## config.mk

```make
export PLATFORM = sky130hd
export DESIGN_NAME = axis_bram_loader
export DESIGN_NICKNAME = d
export VERILOG_FILES = /design/src/rtl/axis_loader_pkg.sv /design/src/rtl/loader_addr_gen.sv /design/src/rtl/axis_bram_loader.sv
export SDC_FILE = /design/constraint.sdc
export NUM_CORES = 1
export LEC_CHECK = 0
export ABC_AREA = 0
export CORE_AREA = 3 3 185 187
export DETAILED_ROUTE_END_ITERATION = 7
export DIE_AREA = 0 0 188 190
export HOLD_SLACK_MARGIN = 0.05
export PLACE_DENSITY = 0.69
export SLEW_MARGIN = 40
export SYNTH_ARGS = -nofsm -noshare
export SYNTH_HDL_FRONTEND = slang
export SYNTH_SLANG_ARGS = --single-unit
```

## constraint.sdc

```tcl
create_clock -name aclk -period 5 [get_ports aclk]
set_clock_uncertainty 0.1 [all_clocks]
set_input_delay 1.5 -clock aclk [delete_from_list [all_inputs] [get_ports aclk]]
set_output_delay 1.5 -clock aclk [all_outputs]
set_load 0.005 [all_outputs]
```

## src/rtl/axis_loader_pkg.sv

```systemverilog
// Shared constants for the AXI-Stream BRAM loader: FSM encodings, header
// layout and the default magic word.
package axis_loader_pkg;

    localparam logic [2:0] ST_IDLE  = 3'd0;
    localparam logic [2:0] ST_HDR1  = 3'd1;
    localparam logic [2:0] ST_HDR2  = 3'd2;
    localparam logic [2:0] ST_HDR3  = 3'd3;
    localparam logic [2:0] ST_DATA  = 3'd4;
    localparam logic [2:0] ST_DRAIN = 3'd5;

    localparam logic [15:0] DEFAULT_MAGIC = 16'hC0DE;

    localparam int NUM_BRAMS_MSB  = 15;
    localparam int NUM_BRAMS_LSB  = 8;
    localparam int FIRST_BRAM_MSB = 7;
    localparam int FIRST_BRAM_LSB = 0;

    localparam int PAYLOAD_CNT_W = 20;

endpackage

```

## src/rtl/loader_addr_gen.sv

```systemverilog
// Lane/address sequencer for the payload phase: walks lane-major through
// first_lane..first_lane+num-1, each over start_addr..start_addr+L-1.
module loader_addr_gen
    import axis_loader_pkg::*;
#(
    parameter int BRAM_COUNT = 16,
    parameter int ADDR_WIDTH = 10,
    parameter int LANE_W     = $clog2(BRAM_COUNT)
) (
    input  logic                     aclk,
    input  logic                     areset,
    input  logic                     i_load,
    input  logic                     i_step,
    input  logic [LANE_W-1:0]        i_first_lane,
    input  logic [ADDR_WIDTH-1:0]    i_start_addr,
    input  logic [ADDR_WIDTH:0]      i_words_per_bram,
    input  logic [PAYLOAD_CNT_W-1:0] i_total_words,
    output logic [LANE_W-1:0]        o_lane,
    output logic [ADDR_WIDTH-1:0]    o_addr,
    output logic                     o_last
);

    logic [LANE_W-1:0]        r_lane;
    logic [ADDR_WIDTH-1:0]    r_addr;
    logic [ADDR_WIDTH-1:0]    r_start;
    logic [ADDR_WIDTH-1:0]    r_end;
    logic [PAYLOAD_CNT_W-1:0] r_remaining;
    logic [ADDR_WIDTH:0]      w_end_full;

    // Header is validated before load, so start+L-1 always fits the address.
    assign w_end_full = {1'b0, i_start_addr} + i_words_per_bram - {{ADDR_WIDTH{1'b0}}, 1'b1};

    // NOTE: non-blocking assignments so every register samples pre-edge values.
    always_ff @(posedge aclk or posedge areset) begin
        if (areset) begin
            r_lane      <= '0;
            r_addr      <= '0;
            r_start     <= '0;
            r_end       <= '0;
            r_remaining <= '0;
        end else if (i_load) begin
            r_lane      <= i_first_lane;
            r_addr      <= i_start_addr;
            r_start     <= i_start_addr;
            r_end       <= w_end_full[ADDR_WIDTH-1:0];
            r_remaining <= i_total_words - PAYLOAD_CNT_W'(1);
        end else if (i_step) begin
            if (r_addr == r_end) begin
                r_addr <= r_start;
                r_lane <= r_lane + LANE_W'(1);
            end else begin
                r_addr <= r_addr + ADDR_WIDTH'(1);
            end
            if (r_remaining != '0)
                r_remaining <= r_remaining - PAYLOAD_CNT_W'(1);
        end
    end

    assign o_lane = r_lane;
    assign o_addr = r_addr;
    assign o_last = (r_remaining == '0);

endmodule

```

## src/rtl/axis_bram_loader.sv

```systemverilog
// AXI-Stream ingress loader: parses a 4-word header and writes the payload
// lane-major into a bank of BRAMs, flagging magic and length errors.
module axis_bram_loader
    import axis_loader_pkg::*;
#(
    parameter int                    DATA_WIDTH = 16,
    parameter int                    BRAM_COUNT = 16,
    parameter int                    ADDR_WIDTH = 10,
    parameter int                    BRAM_DEPTH = 1024,
    parameter logic [DATA_WIDTH-1:0] MAGIC      = DEFAULT_MAGIC
) (
    input  logic                             aclk,
    input  logic                             areset,
    input  logic [DATA_WIDTH-1:0]            s_axis_tdata,
    input  logic                             s_axis_tvalid,
    input  logic                             s_axis_tlast,
    output logic                             s_axis_tready,
    output logic [BRAM_COUNT*DATA_WIDTH-1:0] bram_wr_data_flat,
    output logic [ADDR_WIDTH-1:0]            bram_wr_addr,
    output logic [BRAM_COUNT-1:0]            bram_wr_en,
    output logic                             write_done,
    output logic                             error_invalid_magic,
    output logic                             error_length,
    output logic [2:0]                       parser_state
);

    localparam int LANE_W = $clog2(BRAM_COUNT);
    localparam int SUM_W  = DATA_WIDTH + 1;

    logic                             r_tready;
    logic [2:0]                       r_state;
    logic [7:0]                       r_num_brams;
    logic [7:0]                       r_first_bram;
    logic [ADDR_WIDTH-1:0]            r_start_addr;
    logic [BRAM_COUNT*DATA_WIDTH-1:0] r_wr_data;
    logic [ADDR_WIDTH-1:0]            r_wr_addr;
    logic [BRAM_COUNT-1:0]            r_wr_en;
    logic                             r_write_done;
    logic                             r_err_magic;
    logic                             r_err_length;

    logic                     w_hs;
    logic [8:0]               w_lane_sum;
    logic [SUM_W-1:0]         w_addr_sum;
    logic                     w_hdr_bad;
    logic [PAYLOAD_CNT_W-1:0] w_total;
    logic                     w_load;
    logic                     w_step;
    logic [LANE_W-1:0]        w_lane;
    logic [ADDR_WIDTH-1:0]    w_addr;
    logic                     w_last;
    logic [BRAM_COUNT-1:0]    w_lane_onehot;

    assign w_hs = s_axis_tvalid & r_tready;

    // Sums are one bit wider than their operands so out-of-range headers cannot alias.
    assign w_lane_sum = {1'b0, r_first_bram} + {1'b0, r_num_brams};
    assign w_addr_sum = SUM_W'(r_start_addr) + SUM_W'(s_axis_tdata);
    assign w_hdr_bad  = (r_num_brams == '0) || (s_axis_tdata == '0) ||
                        (w_lane_sum > 9'(BRAM_COUNT)) || (w_addr_sum > SUM_W'(BRAM_DEPTH));
    assign w_total    = PAYLOAD_CNT_W'(r_num_brams) * PAYLOAD_CNT_W'(s_axis_tdata);

    assign w_load = w_hs && (r_state == ST_HDR3) && !s_axis_tlast && !w_hdr_bad;
    assign w_step = w_hs && (r_state == ST_DATA);

    loader_addr_gen #(
        .BRAM_COUNT (BRAM_COUNT),
        .ADDR_WIDTH (ADDR_WIDTH),
        .LANE_W     (LANE_W)
    ) u_addr_gen (
        .aclk             (aclk),
        .areset           (areset),
        .i_load           (w_load),
        .i_step           (w_step),
        .i_first_lane     (r_first_bram[LANE_W-1:0]),
        .i_start_addr     (r_start_addr),
        .i_words_per_bram (s_axis_tdata[ADDR_WIDTH:0]),
        .i_total_words    (w_total),
        .o_lane           (w_lane),
        .o_addr           (w_addr),
        .o_last           (w_last)
    );

    assign w_lane_onehot = {{(BRAM_COUNT-1){1'b0}}, 1'b1} << w_lane;

    always_ff @(posedge aclk or posedge areset) begin
        if (areset) begin
            r_tready     <= 1'b0;
            r_state      <= ST_IDLE;
            r_num_brams  <= '0;
            r_first_bram <= '0;
            r_start_addr <= '0;
            r_wr_data    <= '0;
            r_wr_addr    <= '0;
            r_wr_en      <= '0;
            r_write_done <= 1'b0;
            r_err_magic  <= 1'b0;
            r_err_length <= 1'b0;
        end else begin
            r_tready     <= 1'b1;
            r_wr_en      <= '0;
            r_write_done <= 1'b0;
            if (w_hs) begin
                case (r_state)
                    ST_IDLE: begin
                        if (s_axis_tdata == MAGIC) begin
                            r_state      <= ST_HDR1;
                            r_err_magic  <= 1'b0;
                            r_err_length <= 1'b0;
                        end else begin
                            r_err_magic <= 1'b1;
                            r_state     <= s_axis_tlast ? ST_IDLE : ST_DRAIN;
                        end
                    end
                    ST_HDR1: begin
                        if (s_axis_tlast) begin
                            r_err_length <= 1'b1;
                            r_state      <= ST_IDLE;
                        end else begin
                            r_num_brams  <= s_axis_tdata[NUM_BRAMS_MSB:NUM_BRAMS_LSB];
                            r_first_bram <= s_axis_tdata[FIRST_BRAM_MSB:FIRST_BRAM_LSB];
                            r_state      <= ST_HDR2;
                        end
                    end
                    ST_HDR2: begin
                        if (s_axis_tlast) begin
                            r_err_length <= 1'b1;
                            r_state      <= ST_IDLE;
                        end else begin
                            r_start_addr <= s_axis_tdata[ADDR_WIDTH-1:0];
                            r_state      <= ST_HDR3;
                        end
                    end
                    ST_HDR3: begin
                        if (s_axis_tlast) begin
                            r_err_length <= 1'b1;
                            r_state      <= ST_IDLE;
                        end else if (w_hdr_bad) begin
                            r_err_length <= 1'b1;
                            r_state      <= ST_DRAIN;
                        end else begin
                            r_state <= ST_DATA;
                        end
                    end
                    ST_DATA: begin
                        r_wr_en   <= w_lane_onehot;
                        r_wr_addr <= w_addr;
                        r_wr_data <= {BRAM_COUNT{s_axis_tdata}};
                        if (w_last) begin
                            r_write_done <= 1'b1;
                            if (s_axis_tlast) begin
                                r_state <= ST_IDLE;
                            end else begin
                                r_err_length <= 1'b1;
                                r_state      <= ST_DRAIN;
                            end
                        end else if (s_axis_tlast) begin
                            r_err_length <= 1'b1;
                            r_state      <= ST_IDLE;
                        end
                    end
                    ST_DRAIN: begin
                        if (s_axis_tlast)
                            r_state <= ST_IDLE;
                    end
                    default: r_state <= ST_IDLE;
                endcase
            end
        end
    end

    assign s_axis_tready       = r_tready;
    assign bram_wr_data_flat   = r_wr_data;
    assign bram_wr_addr        = r_wr_addr;
    assign bram_wr_en          = r_wr_en;
    assign write_done          = r_write_done;
    assign error_invalid_magic = r_err_magic;
    assign error_length        = r_err_length;
    assign parser_state        = r_state;

endmodule

```

==> metrics, run 1 <==
core area=32600 µm²; max-cap violations=0; Rows=66; Final Non-Filler Cells=2201; Setup CP Type=in2reg; Die Y=190 µm; ANT cells=0; Yosys warnings=0; Synth cell types=62; Post-synth EDFFs=0; final setup vio count=10; Async S/R FF share, synth=100%; Ports=309; CP Max Fanout=5; worst slew pin tran=0.714 ns; Tmin final=5.48 ns; CP required=5.21 ns; initial antenna violation count=0; Die Width=188 µm; RSZ-0062 raised after global routing=yes; headroom to the max-slew limit=52.4%; hold buffers post-CTS=0; Yosys top cell by area=dfrtp_1; met2 GRT Util=35.7%; grt met3 use=3.85%; fin crit share=110%; CTS max path bufs=2; GRT overflow=0; Antenna Nets Post-Route=0; largest net degree at the start of global routing=51; I/O Buffers=308; status=complete, but fails checks; Clock Sinks=129; Reg clk slew, reported paths=0.06 ns; failing checks=setup timing; min-delay worst type=reg2reg; Seq/Total Area, Yosys=24.7%; drt wl/cell=16.9 µm; CTS Buf Count=17; GRT Util Overall=20.5%; Via density=5.00; TNS Setup=-3.51 ns; via count=11000; placed cells=2145; sequential cell area=3230 µm²; Fill cells=2837; CTS tree=yes; synth top area cells=dfrtp_1 (25%), buf_4 (14%), fa_1 (13%), ha_1 (7.9%), nand2_1 (5.7%); DR pass1 iterations=6; Synth Area per Inst=8.47 µm²; Net Count, Synth=1733; crit path setup slack, layout=-0.479 ns; vias in the first global route=11100; Root Buffer=clkbuf_16; top-area cell type share of the netlist area=24.7%; WL final=37200 µm; nets=1936; Die ar.=35700 µm²; most common cell in the synthesized netlist=buf_4; Startpoint Class=input pin; GP Congestion=0.910; DR DRC count=0; synth cell count leaders=buf_4 (240), nand2_1 (197), inv_1 (193), dfrtp_1 (129), fa_1 (88); Cells after Synth=1543; critical path data arrival time=5.69 ns; Final Hold Viols=0; multi-input logic area=7620 µm²; dpl hpwl=29200 µm; gr busiest metal=met2; Initial Util=40.1%; Crit. End Element=flop; layout cells sized above 1=19.4%; Final Slew Violations=0; Layout area overhead=31.5%; f_max=183 MHz; Synth Flop Type=dfrtp_1; first-pass GRT wire length=58600 µm; Clk Latency, worst-skew pair=0.43 ns; Synth Register Bits=129; number of H-tree levels=4; Synth Cell Area=13100 µm²; met1 usage in global routing=25.0%; Initial DRC Count=694
-- area by class of cell --
type | instances | area share, %
Clock buffer | 21 | 2.74
Clock inverter | 11 | 0.466
Inverter | 193 | 4.24
Multi-Input combinational cell | 918 | 44.4
Sequential cell | 129 | 18.8
Tap cell | 442 | 3.22
Timing Repair Buffer | 487 | 26.2
-- metal layers --
metal  part of all wire, %  up-vias  wire (µm)
li1                      -     5130          -
met1                    41     5434      15100
met2                    50      375      18700
met3                   5.9       76       2190
met4                   3.2        0       1210
met5                     0        -          0
-- metrics by stage --
step	utilization [%]	area, µm²	hold WS, ns	setup WS (ns)
after floorplan	-	13300	0.349	-0.663
after global placement	49.0	16000	0.360	-1.47
after detailed placement	49.0	16000	0.367	-1.47
after CTS	51.9	16900	0.379	-0.442
after global routing	52.7	17200	0.394	-0.605
final	52.7	17200	0.377	-0.479
-- timing repair --
item	in CTS	in global routing
setup endpoints to repair	55	25
resized for setup	131	43
endpoints found under the hold margin	0	0
setup buffers	20	6
pin swaps	103	52
-- state kept, by name (all words and copies together), names as in the netlist, 3 cells and up --
register                flops
u_addr_gen.r_start         10
u_addr_gen.o_lane           4
bram_wr_data_flat          16
bram_wr_en                 16
u_addr_gen.r_remaining     20
r_first_bram                8
u_addr_gen.r_end           10
r_num_brams                 8
r_start_addr               10
parser_state                3
bram_wr_addr               10
u_addr_gen.o_addr          10
-- cells in the final DEF (no fill, tap or decap), drive strengths merged, types with 4 or more instances in the layout --
cell           count
a211oi            17
dfrtp            129
nor3              19
inv              195
buf              187
a211o              9
o21ai             69
xnor2             31
clkdlybuf4s50    292
nand3b             4
and3              21
or3               10
a31oi              7
a21oi             48
mux2              11
o21a               5
fa                88
clkinv             4
clkinvlp           5
clkbuf            24
o211ai             7
o31ai              5
nor4              14
o22ai              4
a2111oi            4
xor2              35
o21bai             5
o31a               4
nand4             11
nor2              73
nand3             20
or4                5
a21o              18
and2              51
ha                82
nand2            197
nand2b             5
-- final timing paths --
| kind | to | slack, ns | depth (start not counted) | from |
|---|---|---|---|---|
| max | u_addr_gen.r_remaining[16]$_DFFE_PP0P_ | -0.48 | 21 | s_axis_tdata[5] |
| min | u_addr_gen.r_start[9]$_DFFE_PP0P_ | 0.38 | 1 | u_addr_gen.r_start[9]$_DFFE_PP0P_ |
| max reg2reg | u_addr_gen.r_remaining[16]$_DFFE_PP0P_ | -0.06 | 18 | r_num_brams[1]$_DFFE_PP0P_ |
| min reg2reg | u_addr_gen.r_start[9]$_DFFE_PP0P_ | 0.38 | 1 | u_addr_gen.r_start[9]$_DFFE_PP0P_ |
| max in group asynchronous | r_num_brams[3]$_DFFE_PP0P_ | 2.73 | 4 | areset |
| min in group asynchronous | bram_wr_addr[7]$_DFFE_PP0P_ | 1.29 | 2 | areset |
-- worst max-delay path: stages --
cell	delay (ns)
buf_6	0.08
buf_6	0.10
buf_8	0.13
buf_6	0.10
nand2_4	0.04
fa_1	0.55
inv_1	0.05
fa_1	0.44
fa_1	0.50
inv_2	0.04
fa_1	0.49
inv_2	0.05
ha_4	0.17
or3_4	0.33
o211ai_1	0.30
a31oi_2	0.19
a21o_1	0.20
a21oi_2	0.13
xnor2_1	0.09
a21oi_1	0.12
nand2_1	0.07
-- kinds of logic after synthesis --
family	share of synthesized area, %
other	0.0287
buffers and inverters	21.2
and+or+nand+nor	16.1
muxes	1.10
xor gates and xnor gates	4.42
AOI/OAI and AO/OA	11.1
DFF	24.7
adders and majority gates	21.3
Power of run 1 is not shown: default switching activity piles up to over one toggle a cycle in this logic, so the estimate is an artifact.
==> run 2: changes to the inputs <==
- CORE_AREA: 3 3 185 187 -> 2 2 184 186
- DIE_AREA: 0 0 188 190 -> 0 0 186 188
==> metrics, run 2 (synthesis results as in run 1) <==
status=complete, but fails checks; failing checks=setup timing; max-cap violations=0 (unchanged); GP Congestion=0.893 (-1.9%); drt wl/cell=16.6 µm (-1.9%); CTS Buf Count=17 (unchanged); largest net degree at the start of global routing=42 (-18%); Die Width=186 µm (-1.1%); vias in the first global route=11000 (-1.1%); CP Max Fanout=4 (-1); Root Buffer=clkbuf_16; Setup CP Type=in2reg; Ports=309 (unchanged); max FFs per register=20 (unchanged); critical path data arrival time=5.57 ns (-0.12 ns); ANT cells=0 (unchanged); DR pass1 iterations=5 (-1); Fill cells=2970 (+4.7%); Initial Util=39.5% (-0.60 points); Startpoint Class=input pin; first-pass GRT wire length=57200 µm (-2.4%); GRT Util Overall=21.0% (+0.53 points); commonest non-fill, non-tap cell in the layout=clkdlybuf4s50_1; nets=1927 (-0.46%); largest reg by FF count=u_addr_gen.r_remaining; Reg clk slew, reported paths=0.07 ns (about the same); Clk Latency, worst-skew pair=0.44 ns (about the same); initial antenna violation count=1 (+1); commonest non-fill, non-tap cells in the layout=clkdlybuf4s50_1 (292), nand2_1 (182), inv_1 (172), buf_4 (155), dfrtp_1 (129); Clock Sinks=129 (unchanged); dpl ws=-1.48 ns (-0.0104 ns); fin crit share=107% (-2.7 points); CP required=5.23 ns (+0.02 ns); Final Hold Viols=0 (unchanged); Layout area overhead=31.7%; final setup vio count=10 (unchanged); min-delay worst type=reg2reg; Rows=67 (+1.5%); RSZ-0062 raised after global routing=yes; multi-input logic area=7560 µm² (-0.85%); I/O Buffers=308 (unchanged); headroom to the max-slew limit=51.9% (-0.51 points); Initial DRC Count=606 (-13%); hold_ws=0.374 ns (-0.00266 ns); Die Y=188 µm (-1.1%); crit path setup slack, layout=-0.346 ns (+0.133 ns); Via density=5.01 (+0.13%); via count=11000 (-0.0091%); CTS max path bufs=2 (unchanged); layout cells sized above 1=18.6% (-0.87 points); CTS tree=yes; Final Slew Violations=0 (unchanged); GRT overflow=0 (unchanged); DR DRC count=0 (unchanged); Die ar.=35000 µm² (-2.1%); worst slew pin tran=0.720 ns (+0.00556 ns); number of H-tree levels=4 (unchanged); WL final=36400 µm (-2.1%); Antenna Nets Post-Route=0 (unchanged); sequential cell area=3230 µm² (unchanged); f_max=187 MHz (+2.5%); Crit. End Element=flop; dpl hpwl=28100 µm (-3.7%); TNS Setup=-2.18 ns (+1.33 ns); Tmin final=5.35 ns (-0.133 ns); core area=33100 µm² (+1.5%)
run 2: changes by cell type in the layout (fill, tap and decap cells not counted), sizes merged, moves of 2 or more:
cell and delta:
clkinvlp -2, clkdlybuf4s15 -3, clkbuf -4, buf -5, bufinv +3, dlygate4sd2 -2
run 2: worst max-delay path: stages:
cell and delay [ns]:
buf_8 0.08, buf_6 0.10, nand2_4 0.04, fa_1 0.53, inv_1 0.05, fa_1 0.45
fa_1 0.49, inv_1 0.05, fa_1 0.49, inv_2 0.05, ha_4 0.25, buf_6 0.12
o21a_1 0.16, o31a_1 0.12, o211ai_1 0.25, a31oi_2 0.16, nand4_1 0.12, nand4b_1 0.12
a21oi_2 0.15, xor2_1 0.18, a21oi_1 0.09
run 2: area by class of cell:
| cell class | instances | share of cell area, % |
|---|---|---|
| inverters | 193 | 4.25 |
| clock inverters | 14 | 1.04 |
| clock buffers | 18 | 2.55 |
| well taps | 448 | 3.26 |
| multi-input cells | 918 | 43.9 |
| repair buffers | 478 | 26.2 |
| flip-flops and latches | 129 | 18.8 |
run 2: final timing paths:
check,cells after the start,to,start,slack (ns)
hold / removal,2,bram_wr_addr[7]$_DFFE_PP0P_,bram_wr_addr[7]$_DFFE_PP0P_,0.37
max in group asynchronous,4,r_start_addr[8]$_DFFE_PP0P_,areset,2.64
setup reg to reg,18,u_addr_gen.r_remaining[19]$_DFFE_PP0P_,r_num_brams[1]$_DFFE_PP0P_,-0.05
setup / recovery,21,u_addr_gen.r_remaining[18]$_DFFE_PP0P_,s_axis_tdata[4],-0.35
min in group asynchronous,2,bram_wr_en[4]$_DFF_PP0_,areset,1.26
hold reg to reg,2,bram_wr_addr[7]$_DFFE_PP0P_,bram_wr_addr[7]$_DFFE_PP0P_,0.37
run 2: routing by layer:
metal,wire [µm],GRT usage [%],share of wire (%)
met5,13,0,0.036
met4,1400,9.48,3.8
met3,1900,3.53,5.2
met2,18700,37.2,51
met1,14400,24.6,40
run 2: repair_timing:
action	CTS	global route
hold buffers	0	0
setup buffers	10	6
endpoints found under the hold margin	0	0
resized for setup	110	75
gates cloned	1	0
setup endpoints to repair	56	38
pin swaps	67	78
run 2: per-stage QoR:
step | cells | area [µm²] | util, %
6_report | 2198 | 17200 | 51.9
5_1_grt | 2198 | 17200 | 51.9
4_1_cts | 2192 | 16900 | 51.1
3_5_place_dp | 2149 | 16000 | 48.4
3_3_place_gp | 2149 | 16000 | 48.4
2_1_floorplan | 1543 | 13300 | -
Power of run 2 is left out for the same reason.
==> run 3: changes to the inputs <==
- GPL_TIMING_DRIVEN: default -> 0
==> metrics, run 3 (synthesis results as in run 1) <==
Root Buffer=clkbuf_16; max incr delay on CP=0.53 ns (about the same); ANT cells=0 (unchanged); Clock Sinks=129 (unchanged); drt wl/cell=16.4 µm (-0.67%); Fill cells=2992 (+0.74%); Die Y=188 µm (unchanged); Die ar.=35000 µm² (unchanged); failing checks=setup timing; nets=2099 (+8.9%); Die Width=186 µm (unchanged); critical path data arrival time=5.69 ns (+0.12 ns); Initial DRC Count=793 (+31%); core area=33100 µm² (unchanged); fin crit share=110% (+2.7 points); Worst Reg-to-Reg Cells=19 (+1); CP most frequent cell=fa_1; dpl ws=-1.86 ns (-0.385 ns); final instance area=18400 µm² (+7.2%); hold_ws=0.378 ns (+0.00394 ns); min-delay worst type=reg2reg; CP cell instances=buf_8 > clkbuf_16 > nand2_4 > fa_1 > inv_2 > fa_1 > fa_1 > inv_1 > fa_1 > inv_2 > ha_4 > o21ai_4 > o21bai_4 > o311ai_4 > a21oi_2 > or3_4 > xor2_2 > a222oi_1 > nand2_1; Ports=309 (unchanged); number of H-tree levels=4 (unchanged); I/O Buffers=307 (-0.32%); Rows=67 (unchanged); Core Util, Final=55.7% (+3.8 points); Final Slew Violations=0 (unchanged); dpl hpwl=30300 µm (+7.8%); initial antenna violation count=0 (-1); Antenna Nets Post-Route=0 (unchanged); DR DRC count=0 (unchanged); via count=11700 (+6.3%); GP Congestion=0.900 (+0.83%); CTS Buf Count=17 (unchanged); commonest non-fill, non-tap cell in the layout=clkdlybuf4s50_1; Reg clk slew, reported paths=0.06 ns (about the same); CP max-delay cell=fa_1; Via density=4.94 (-1.4%); CTS max path bufs=2 (unchanged); Clk Latency, worst-skew pair=0.44 ns (about the same); Hold Path Stages=1 (-1); Tmin final=5.48 ns (+0.137 ns); worst slew pin tran=0.794 ns (+0.0743 ns); max-cap violations=0 (unchanged); RSZ-0062 raised after global routing=yes; Crit. End Element=flop; CP Max Fanout=5 (+1); Startpoint Class=input pin; first-pass GRT wire length=61200 µm (+7.1%); largest reg by FF count=u_addr_gen.r_remaining; DR pass1 iterations=5 (unchanged); GRT Util Overall=22.3% (+1.3 points); GRT overflow=0 (unchanged); Setup CP Type=in2reg; layout cells sized above 1=24.5% (+5.9 points); final setup vio count=10 (unchanged); headroom to the max-slew limit=47.1% (-4.8 points); f_max=182 MHz (-2.5%); crit path setup slack, layout=-0.483 ns (-0.137 ns); Initial Util=39.5% (unchanged); max FFs per register=20 (unchanged); Final Hold Viols=0 (unchanged); CP required=5.21 ns (-0.02 ns); largest net degree at the start of global routing=26 (-38%); Layout area overhead=41.2%; vias in the first global route=11500 (+4.7%); WL final=39000 µm (+7.1%); commonest non-fill, non-tap cells in the layout=clkdlybuf4s50_1 (292), buf_4 (287), inv_1 (182), nand2_1 (177), dfrtp_1 (129); CTS tree=yes; status=complete, but fails checks; DP Area=17100 µm² (+6.7%)
==> run 3: cell count changes in the layout (fill, tap and decap cells not counted), moves of 5 or more <==
| cell | before | now |
|---|---|---|
| clkbuf_2 | 2 | 9 |
| buf_4 | 155 | 287 |
| nand2_1 | 182 | 177 |
| clkbuf_1 | 0 | 28 |
| inv_2 | 19 | 9 |
| inv_1 | 172 | 182 |
| buf_6 | 16 | 9 |
| buf_8 | 1 | 7 |
==> run 3: area by class of cell <==
| type | instances | area [µm²] | area share, % |
|---|---|---|---|
| multi-input cells | 918 | 7620 | 41.3 |
| repair buffers | 357 | 3590 | 19.4 |
| flip-flops and latches | 129 | 3230 | 17.5 |
| plain buffers | 293 | 2130 | 11.5 |
| inverters | 193 | 732 | 3.97 |
| well taps | 448 | 561 | 3.04 |
| clock buffers | 17 | 425 | 2.31 |
| clock inverters | 15 | 164 | 0.889 |
==> run 3: what timing repair did <==
action	CTS	global route
hold buffers	0	0
pin swaps	76	66
cloned	1	0
endpoints found under the setup margin	56	36
buffers inserted	35	9
gates resized for setup	160	67
==> run 3: final timing paths <==
kind,from,endpoint,slack [ns]
max,s_axis_tdata[4],u_addr_gen.r_remaining[15]$_DFFE_PP0P_,-0.48
max reg2reg,r_num_brams[2]$_DFFE_PP0P_,u_addr_gen.r_remaining[16]$_DFFE_PP0P_,-0.35
min reg2reg,u_addr_gen.r_start[9]$_DFFE_PP0P_,u_addr_gen.r_start[9]$_DFFE_PP0P_,0.38
min,u_addr_gen.r_start[9]$_DFFE_PP0P_,u_addr_gen.r_start[9]$_DFFE_PP0P_,0.38
min in group asynchronous,areset,u_addr_gen.r_start[4]$_DFFE_PP0P_,1.27
max in group asynchronous,areset,r_num_brams[4]$_DFFE_PP0P_,2.77
==> run 3: critical path, delay by kind of cell <==
kind                       cells  cell delay (ns)
adders and majority gates      5             2.19
buffers and inverters          5             0.37
and+or+nand+nor                3             0.52
xor gates and xnor gates       1             0.17
AOI/OAI and AO/OA              5             0.94
==> run 3: routing by layer <==
metal	routed length [µm]	vias up	part of all wire, %	track usage (%)
li1	-	5476	-	-
met1	15600	5760	40	27.6
met2	20100	404	52	39.7
met3	2160	67	5.5	2.62
met4	1100	0	2.8	7.87
met5	0	-	0	0
==> run 3: per-stage QoR <==
step                      instances  TNS [ns]
after floorplan                1543     -3.95
after global placement         2298    -59.17
after detailed placement       2304    -60.91
after CTS                      2367     -3.41
after global routing           2370     -4.64
final                          2370     -3.02
Power of run 3 is left out for the same reason.
==> RTL edit (config.mk and constraints of run 2) <==
Change the parameter `DATA_WIDTH` from 16 to 18.
--- a/src/rtl/axis_bram_loader.sv
+++ b/src/rtl/axis_bram_loader.sv
@@ -4,5 +4,5 @@
     import axis_loader_pkg::*;
 #(
-    parameter int                    DATA_WIDTH = 16,
+    parameter int                    DATA_WIDTH = 18,
     parameter int                    BRAM_COUNT = 16,
     parameter int                    ADDR_WIDTH = 10,
Ports: changed (resized bram_wr_data_flat and s_axis_tdata); port bits go from 309 to 343. The function was not compared with the original's and may differ.
==> RTL edit against run 2 <==
The flow still finishes with violations (setup timing); wire length rose by 3.5%; sequential cell count grew 2; synthesized area grew 3.3%; hold slack improved by 2.8 ps; setup slack lost 180 ps; design area grew 3.7%; count of clock-buffer cells in the layout shrank 1.
Power is not shown: default switching activity piles up to over one toggle a cycle in this logic, so the estimate is an artifact.
==> RTL edit: results (changes against run 2) <==
- Crit path max fanout: 8 (+4)
- Layout Nets: 1993 (+3.4%)
- Pre-CTS setup slack: -1470 ps (+9.28 ps)
- WP data arrival: 5730 ps (+160 ps)
- Hold Startpoint: bram_wr_addr[2]$_DFFE_PP0P_
- CTS Buffer Depth: 2 (unchanged)
- IO buf count: 342 (+11%)
- First-pass GRT wire length: 59.1 mm (+3.2%)
- Failing checks: setup timing
- DPL Wire Length: 29.1 mm (+3.3%)
- WL final: 37.7 mm (+3.5%)
- Largest net degree at the start of global routing: 55 (+31%)
- Syn Area/Cell: 8.55 sq um (+0.98%)
- Max incr delay on CP: 540 ps
- GRT Total Usage: 21.4% (+0.44 points)
- Worst R2R Start: r_num_brams[2]$_DFFE_PP0P_
- CTS Buf Count: 17 (unchanged)
- Setup slack after layout: -523 ps (-177 ps)
- Root buf cell: clkbuf_16
- Synth warn: 0 (unchanged)
- Syn_nets: 1774 (+2.4%)
- Worst hold path type: reg2reg
- Cell depth of the worst flop-to-flop path: 20 (+2)
- Max Cap Violations: 0 (unchanged)
- # setup viols final: 12 (+2)
- Synth cell types: 68 (+9.7%)
- Setup crit start: s_axis_tdata[5]
- Sequential-to-total area share from yosys stat: 24.3% (-0.43 points)
- GP Congestion: 0.876 (-1.9%)
- Via count of the first global-routing pass: 11.5k (+4.3%)
- Status: finished with violations
- M2 GR Usage: 39.3% (+2.1 points)
- Initial DRC count: 588 (-3.0%)
- Wire per inst: 16.7 microns (+0.68%)
- DP Cell Count: 2201 (+2.4%)
- Hold_ws: 377 ps (+2.84 ps)
- Slew HR: 51.5% (-0.42 points)
- Async S/R FF share, synth: 100% (unchanged)
- Met3 usage: 3.48% (-0.058 points)
- Worst-path clk slew: 70 ps (about the same)
- Synth cell count leaders: buf_4 (273), nand2_1 (220), inv_1 (179), dfrtp_1 (131), fa_1 (91)
- Hold path depth: 2 (unchanged)
- H-tree levels: 4 (unchanged)
- Synth top area cells: dfrtp_1 (24%), buf_4 (15%), fa_1 (13%)
- Worst-skew pair later-pin latency: 430 ps
- Diodes inserted: 0 (unchanged)
- Fill cell count: 2902 (-2.3%)
- Met1 GRT Util: 25.3% (+0.76 points)
- Via density: 5.00 (-0.24%)
- Initial antenna violation count: 0 (-1)
- Slowest cell on the critical path: fa_1
- Ratio of cells with drive above 1 in the final layout: 19.6% (+1.0 points)
- Largest Register: u_addr_gen.r_remaining
- Max reg flops: 20 (unchanged)
[RTL edit: cell types whose count changed in the layout (fill, tap and decap cells not counted), moves of 8 or more]
cell and delta:
and2_4 +8, a221o_1 +12, nor2_1 -21, nand2_1 +22, o21ai_1 +9, clkdlybuf4s50_1 +35
xor2_1 -8, a21oi_1 -14, buf_4 +14, inv_1 -14
[RTL edit: cell families (layout without fill, tap and decap cells)]
logic type / Yosys count / count (layout) / synth area share (%)
mux: 14 / 14 / 1.12
simple gates: 454 / 454 / 16.0
buf+inv: 514 / 746 / 21.9
other cells: 1 / 1 / 0.0278
xor+xnor: 62 / 62 / 4.02
fa+ha+maj: 173 / 173 / 21.1
flops: 131 / 131 / 24.3
compound gates: 230 / 230 / 11.6
[RTL edit: metal layers]
metal / vias up / share of wire, %
li1: 5288 / -
met1: 5582 / 40
met2: 365 / 52
met3: 58 / 5.6
met4: 0 / 2.0
met5: - / 0
[RTL edit: cell type report]
type / count / area [sq um] / area share (%)
Clock inverter: 15 / 161 / 0.905
Inverter: 179 / 676 / 3.79
Clock buffer: 17 / 425 / 2.38
Sequential cell: 131 / 3280 / 18.4
Timing Repair Buffer: 535 / 4990 / 28.0
Multi-Input combinational cell: 934 / 7750 / 43.4
Tap cell: 448 / 561 / 3.14
[RTL edit: final timing paths]
| kind | endpoint | slack, ps |
|---|---|---|
| setup / recovery | u_addr_gen.r_remaining[19]$_DFFE_PP0P_ | -520 |
| hold / removal | bram_wr_addr[2]$_DFFE_PP0P_ | 380 |
| setup reg to reg | u_addr_gen.r_remaining[19]$_DFFE_PP0P_ | -190 |
| hold reg to reg | bram_wr_addr[2]$_DFFE_PP0P_ | 380 |
| max in group asynchronous | u_addr_gen.r_remaining[7]$_DFFE_PP0P_ | 2620 |
| min in group asynchronous | bram_wr_addr[7]$_DFFE_PP0P_ | 1340 |
[RTL edit: stage by stage]
stage,setup TNS [ps],area [sq um]
after floorplan,-3510,13900
after global placement,-40120,16800
after detailed placement,-40420,16800
after CTS,-3400,17600
after global routing,-5120,17800
final,-3440,17800
[RTL edit: repair_timing]
item | in CTS | in global routing
setup buffers | 16 | 13
gates resized for setup | 96 | 44
pin swaps | 57 | 50
endpoints found under the setup margin | 55 | 52
cloned | 0 | 0
[RTL edit: critical path, delay by kind of cell]
kind | cells | cell delay [ps]
AND/OR/NAND/NOR | 1 | 70
adder cells (fa/ha/maj) | 5 | 2220
buffers and inverters | 5 | 390
XOR/XNOR | 1 | 140
AO/OA/AOI/OAI | 8 | 1390
